`src/rtl/piso_stream_serializer.sv`:
```
// piso_stream_serializer
// Parallel-to-serial converter with a valid/ready load handshake, downstream
// backpressure, selectable bit order and a one-word holding buffer so that
// back-to-back words leave the serial port with no idle bit between them.
`timescale 1ns/1ps

module piso_stream_serializer #(
    parameter int DATA_W    = 8,
    parameter bit LSB_FIRST = 1'b1
) (
    input  logic              clk,
    input  logic              reset,
    input  logic              load_valid_i,
    output logic              load_ready_o,
    input  logic [DATA_W-1:0] parallel_i,
    output logic              serial_o,
    output logic              valid_o,
    input  logic              ser_ready_i,
    output logic              last_o,
    output logic              empty_o
);

    localparam int CNT_W = (DATA_W > 1) ? $clog2(DATA_W) : 1;
    localparam logic [CNT_W-1:0] LAST_CNT = CNT_W'(DATA_W - 1);

    // One-hot style encoding so that corrupted values are detectable and
    // steered back to IDLE by the default branch of the next-state logic.
    typedef enum logic [1:0] {
        ST_IDLE  = 2'b01,
        ST_SHIFT = 2'b10
    } state_t;

    state_t              state_r;
    state_t              state_nx_s;
    logic [DATA_W-1:0]   shift_r;
    logic [DATA_W-1:0]   shift_nx_s;
    logic [CNT_W-1:0]    cnt_r;
    logic [CNT_W-1:0]    cnt_nx_s;
    logic [DATA_W-1:0]   hold_r;
    logic [DATA_W-1:0]   hold_nx_s;
    logic                hold_v_r;
    logic                hold_v_nx_s;

    logic                valid_s;
    logic                accept_s;
    logic                xfer_s;
    logic                at_last_s;
    logic                last_xfer_s;
    logic [CNT_W-1:0]    sel_s;

    // Handshake events derived from registered state and the live inputs.
    always_comb begin
        valid_s     = (state_r == ST_SHIFT);
        accept_s    = load_valid_i & ~hold_v_r;
        xfer_s      = valid_s & ser_ready_i;
        at_last_s   = (cnt_r == LAST_CNT);
        last_xfer_s = xfer_s & at_last_s;
    end

    // State and datapath registers with synchronous reset that drops any word.
    always_ff @(posedge clk) begin
        if (reset) begin
            state_r  <= ST_IDLE;
            shift_r  <= {DATA_W{1'b0}};
            cnt_r    <= {CNT_W{1'b0}};
            hold_r   <= {DATA_W{1'b0}};
            hold_v_r <= 1'b0;
        end else begin
            state_r  <= state_nx_s;
            shift_r  <= shift_nx_s;
            cnt_r    <= cnt_nx_s;
            hold_r   <= hold_nx_s;
            hold_v_r <= hold_v_nx_s;
        end
    end

    // Next-state logic: loading, bit advance, last-bit refill and buffering.
    always_comb begin
        state_nx_s  = state_r;
        shift_nx_s  = shift_r;
        cnt_nx_s    = cnt_r;
        hold_nx_s   = hold_r;
        hold_v_nx_s = hold_v_r;

        case (state_r)
            ST_IDLE: begin
                if (accept_s) begin
                    shift_nx_s = parallel_i;
                    cnt_nx_s   = {CNT_W{1'b0}};
                    state_nx_s = ST_SHIFT;
                end else begin
                    state_nx_s = ST_IDLE;
                end
            end
            ST_SHIFT: begin
                if (xfer_s && !at_last_s) begin
                    cnt_nx_s = cnt_r + CNT_W'(1);
                end else if (last_xfer_s) begin
                    // Refill priority: buffered word, then same-cycle bypass.
                    if (hold_v_r) begin
                        shift_nx_s  = hold_r;
                        cnt_nx_s    = {CNT_W{1'b0}};
                        hold_v_nx_s = 1'b0;
                    end else if (accept_s) begin
                        shift_nx_s = parallel_i;
                        cnt_nx_s   = {CNT_W{1'b0}};
                    end else begin
                        state_nx_s = ST_IDLE;
                    end
                end else begin
                    cnt_nx_s = cnt_r;
                end

                // A word arriving while the shifter is busy waits in the buffer.
                if (accept_s && !last_xfer_s) begin
                    hold_nx_s   = parallel_i;
                    hold_v_nx_s = 1'b1;
                end else begin
                    hold_nx_s = hold_nx_s;
                end
            end
            default: begin
                state_nx_s  = ST_IDLE;
                cnt_nx_s    = {CNT_W{1'b0}};
                hold_v_nx_s = 1'b0;
            end
        endcase
    end

    // Output decode from registered state only.
    always_comb begin
        if (LSB_FIRST) begin
            sel_s = cnt_r;
        end else begin
            sel_s = LAST_CNT - cnt_r;
        end
        valid_o      = valid_s;
        serial_o     = valid_s ? shift_r[sel_s] : 1'b0;
        last_o       = valid_s & at_last_s;
        empty_o      = (state_r == ST_IDLE) & ~hold_v_r;
        load_ready_o = ~hold_v_r;
    end

endmodule
```
`config.mk`:
```
export PLATFORM = sky130hd
export DESIGN_NAME = piso_stream_serializer
export DESIGN_NICKNAME = d
export VERILOG_FILES = /design/src/rtl/piso_stream_serializer.sv
export SDC_FILE = /design/constraint.sdc
export NUM_CORES = 1
export LEC_CHECK = 0
export CAP_MARGIN = 20
export CELL_PAD_IN_SITES_DETAIL_PLACEMENT = 1
export CELL_PAD_IN_SITES_GLOBAL_PLACEMENT = 2
export CORE_UTILIZATION = 32
export DETAILED_ROUTE_END_ITERATION = 10
export GPL_TIMING_DRIVEN = 0
export PLACE_DENSITY = 0.74
export RECOVER_POWER = 50
export SLEW_MARGIN = 20
export SYNTH_ARGS = -nofsm -noshare
export SYNTH_HDL_FRONTEND = slang
export SYNTH_SLANG_ARGS = --single-unit
```
`constraint.sdc`:
```
create_clock -name clk -period 1.9 [get_ports clk]
set_input_delay 0.38 -clock clk [delete_from_list [all_inputs] [get_ports clk]]
set_output_delay 0.38 -clock clk [all_outputs]
set_load 0.1 [all_outputs]
```
* Word-level counts from Yosys, hierarchy flattened
Cells that the tools add are included.
** Storage, ports and cells
- Register bits :: 22
- Input bits :: 12
- Output and inout port bits :: 5
- Logic and storage cells :: 56
** Operators by class
- Add/sub/neg operators :: 1
- Order comparisons :: 1
- Eq/ne operators :: 10
- Muxes and demuxes :: 23
- Bitwise gates (word level) :: 7
- Reductions and logical operators :: 9
** Operators by type and width (count)
- $mux W8 :: 4
- $pmux W8 S2 :: 1
- $mux W3 :: 4
- $mux W2 :: 5
- $ne A2 B2 Y1 const B :: 3
- $ne A3 B1 Y1 const B :: 2
- $pmux W3 S2 :: 1
- $reduce_and A3 Y1 :: 2
- $and A1 B1 Y1 :: 5
- $mux W1 :: 5
- $lt A3 B4 Y1 const B :: 1
- $pmux W2 S2 :: 1
- $reduce_and A4 Y1 :: 1
- $add A3 B1 Y3 const B :: 1
- $bmux W1 S3 :: 1
- $eq A3 B3 Y1 const B :: 1
- $ne A3 B2 Y1 const B :: 1
- $eq A2 B1 Y1 const B :: 1
- $eq A2 B2 Y1 const B :: 1
- $logic_and A1 B1 Y1 :: 2
- $logic_not A1 Y1 :: 2
- $ne A2 B1 Y1 const B :: 1
- $not A1 Y1 :: 2
- $pmux W1 S2 :: 1
- other kinds (2) :: 2

* Logic depth before layout (Yosys ltp)
- Word-level depth :: 7
- Mapped depth :: 8

* Least setup slack after synthesis
No wires, ideal clock.
- Kind :: register to output
- Start :: register state_r[0]
- End :: output port serial_o
- Data arrival time :: 3.911 ns
- Data required time :: 1.520 ns
- Setup slack :: -2.391 ns
- Stages on the path, launching flop included :: 6
- Cells stage by stage :: dfxtp_1 inv_1 ha_1 buf_4 buf_2 a21boi_0
** Between the ends
- Longest elaborated chain between the ends :: 2
** Ends and longest elaborated chain
- from (decl) :: line 33 : state_t state_r;
- from (signal assigned) :: line 69 : state_r <= state_nx_s;
- $eq A2 B2 Y1 :: line 53 : valid_s = (state_r == ST_SHIFT);
- via valid_o :: line 17 : output logic valid_o,
- $mux W1 :: line 138 : serial_o = valid_s ? shift_r[sel_s] : 1'b0;
- to (decl) :: line 16 : output logic serial_o,
The timed path passes the listed nets, and every way through them passes these cells.

* Worst setup path in the final report
- Start :: register cnt_r[0]
- End :: output port serial_o
** Between the ends
- Longest elaborated chain between the ends :: 3
** Ends and longest elaborated chain
- from (decl) :: line 37 : logic [CNT_W-1:0] cnt_r;
- from (signal assigned) :: line 65 : cnt_r <= {CNT_W{1'b0}};
- from (signal assigned) :: line 71 : cnt_r <= cnt_nx_s;
- $bmux W1 S3 :: line 138
- $mux W1 (implied by the code) :: line 138
- $mux W1 :: line 138
No other way between the ends. The select of a mux whose other input is x is not followed.

==> flow_metrics.env <==
export IMPL_fin_skew_ns=0.00314
export IMPL_endpoint_kind="primary output"
export IMPL_tritoncts="built"
export IMPL_die_h_um=62.8
export IMPL_place_gp_congestion=0.721
export IMPL_cts_sinks=22
export IMPL_synth_compound_area_frac=0.180
export IMPL_h_tree_depth=1
export IMPL_antenna_found_initial=0
export IMPL_start_kind="register"
export IMPL_wl_um=3170
export IMPL_synthesis_nets=155
export IMPL_synthTopCellsByArea="dfxtp_1 (37%), mux2i_1 (6.8%), nor2_1 (6.0%)"
export IMPL_syn_inst=138
export IMPL_rrSetupSlack_ns=0.28
export IMPL_cp_max_fo=4
export IMPL_antenna_left=0
export IMPL_reg2reg_from="cnt_r[0]"
export IMPL_dr_pass1_iters=4
export IMPL_rsz0062_at_grt="yes"
export IMPL_synth_seq_cells=22
export IMPL_relSlewSlack=0.631
export IMPL_dr_wl_met3_um=75
export IMPL_avgSynthCellArea_sq_um=8.58
export IMPL_min_delay_worst_endpoint="hold_r[1]"
export IMPL_core_area_sq_um=3440
export IMPL_cts_setup_buffers=0
export IMPL_drt_iter0_markers=36
export IMPL_drive_above_1_share=0.192
export IMPL_final_common_cell="dfxtp_1"
export IMPL_netlist_area_sq_um=1180
export IMPL_synth_mux_area_fraction=0.106
export IMPL_grt_pass1_vias=1086
export IMPL_synth_adder_area_share=0.0529
export IMPL_hold_depth=2
export IMPL_wl_met1_um=1430
export IMPL_cts_root_buf="clkbuf_8"
export IMPL_seq_area_frac_synth=0.372
export IMPL_antenna_cells=0
export IMPL_post_drt_wl_per_cell_um=15.7
export IMPL_die_width_um=62.8
export IMPL_place_ws_ns=-0.888
export IMPL_clock_fmax_ghz=0.537
export IMPL_hpwl_um=2460
export IMPL_met2WireLength_um=1630
export IMPL_synth_top_family_by_area="simple AND/OR/NAND/NOR gates"
export IMPL_setup_viol=0
export IMPL_synth_top_area_cell="dfxtp_1"
export IMPL_timing_setup_tns_ns=0
export IMPL_gr_total_overflow=0
export IMPL_crit_type="reg2out"
export IMPL_ioPinCount=17
export IMPL_cts_path_max_buffers=2
export IMPL_synth_xor_area_frac=0
export IMPL_design_area_sq_um=1510
export IMPL_area_delta_synth_final_pct=27.7
export IMPL_place_area_sq_um=1430
export IMPL_clkLatencyLatePin_ns=0.26
export IMPL_fill_cells=416
export IMPL_r2r_cells=6
export IMPL_drc_errors=0
export IMPL_initial_core_util=0.344
export IMPL_synth_top_cell_area_share=0.372
export IMPL_dieArea_sq_um=3950
export IMPL_worst_pin_slew_ns=0.553
export IMPL_track_usage=0.178
export IMPL_crit_arrival_ns=1.48
export IMPL_setup_slack_ns=0.0383
export IMPL_min_from="hold_r[1]"
export IMPL_cts_clk_slew_worst_paths_ns=0.08
export IMPL_outcome="complete, no violations"
export IMPL_grt_pass1_wl_um=5400
export IMPL_final_hold_violation_count=0
export IMPL_max_cap_violations=0
export IMPL_p_leak_nw=0.602
export IMPL_port_buffers=16
export IMPL_rows=21
export IMPL_top_layer_used="met4"
export IMPL_final_cell_mix="dfxtp_1 (21), nor2_1 (18), nand2_1 (11)"
export IMPL_cts_made_buffers=3
export IMPL_r2r_end="cnt_r[1]"
export IMPL_drv_slew=0
export IMPL_holdBufCountCts=0
export IMPL_synth_cell_type_count=36
export IMPL_power_density_nw_per_um2=681
export IMPL_grt_max_degree=20
export IMPL_yosysWarningCount=0
export IMPL_fin_crit_sh=0.980
export IMPL_worstPathRequired_ns=1.52
export IMPL_nets=175
export IMPL_hold_path_class="reg2reg"
export IMPL_period_minus_slack_ns=1.86
export IMPL_synthSimpleGateAreaFrac=0.237
export IMPL_via_count=1056
export IMPL_avgViaCountPerCell=5.23
export IMPL_vdd_drop_max_uv=288
[metal layers]
| layer | track usage | up-vias |
|---|---|---|
| met5 | 0 | - |
| met4 | 0.0436 | 0 |
| met3 | 0.0274 | 4 |
| met2 | 0.314 | 16 |
| met1 | 0.224 | 515 |
| li1 | - | 521 |
[cells in the mapped netlist (all sizes together)]
cell type,count
dfxtp,22
nor2,19
nand2,14
o21ai,10
nand3,9
a22oi,8
inv,8
mux2i,8
a21oi,5
ha,5
clkbuf,4
buf,3
a31oi,2
and2,2
mux4,2
nand2b,2
nor2b,2
a2111oi,1
a21boi,1
a31o,1
nand4,1
nand4bb,1
nor3,1
nor3b,1
nor4,1
nor4b,1
o22ai,1
o2bb2ai,1
or2,1
or3,1
[metrics by stage]
stage	instances	utilization	total power, mW	hold slack [ns]
after floorplan	138	-	0.669	0.460
after global placement	200	0.415	0.741	0.479
after detailed placement	200	0.415	0.750	0.493
after CTS	202	0.431	1.04	0.513
after global routing	202	0.439	1.08	0.548
final	202	0.439	1.03	0.506
[cells by family (layout without fill, tap and decap cells)]
kind of cell / after synthesis / count (layout)
simple gates: 56 / 56
compound gates: 30 / 30
flops: 22 / 22
buf+inv: 15 / 33
mux: 10 / 10
fa+ha+maj: 5 / 5
[worst max-delay path, cell delays in order, from the launching register on]
cell	delay, ns
dfxtp_4	0.38
mux4_2	0.51
nand2_2	0.10
a21boi_4	0.06
buf_12	0.16
[sequential cells by signal, indices dropped and copies added (netlist names)]
register,count
cnt_r,3
state_r,2
hold_r,8
shift_r,8
hold_v_r,1
[cell type report]
type / instances / area [sq um] / share of cell area
inverter: 8 / 30.0 / 0.0199
clock buffer: 3 / 41.3 / 0.0273
sequential: 22 / 444 / 0.294
timing repair buffer: 16 / 179 / 0.118
buffer: 6 / 41.3 / 0.0273
tap: 46 / 57.6 / 0.0381
multi-input combinational: 101 / 718 / 0.475
[how the worst max path moves through the flow]
stage / slack (ns) / from / depth (start not counted) / to
after floorplan: -0.26 / state_r[0] / 5 / serial_o
after global placement: -0.86 / state_r[0] / 6 / serial_o
after detailed placement: -0.89 / state_r[0] / 6 / serial_o
after CTS: 0.005 / cnt_r[0] / 4 / serial_o
after global routing: -0.02 / cnt_r[0] / 4 / serial_o
final: 0.04 / cnt_r[0] / 4 / serial_o
[where the power goes]
| part | internal (mW) | switching [mW] |
|---|---|---|
| Combinational | 0.0949 | 0.150 |
| Sequential | 0.479 | 0.0139 |
| Clock | 0.142 | 0.149 |
| Total | 0.716 | 0.313 |
[what timing repair did]
action | 4_1_cts | 5_1_grt
resized for setup | 32 | 9
cloned | 0 | 0
setup endpoints to repair | 5 | 13
No activity file was read; power rests on OpenSTA's default activity.
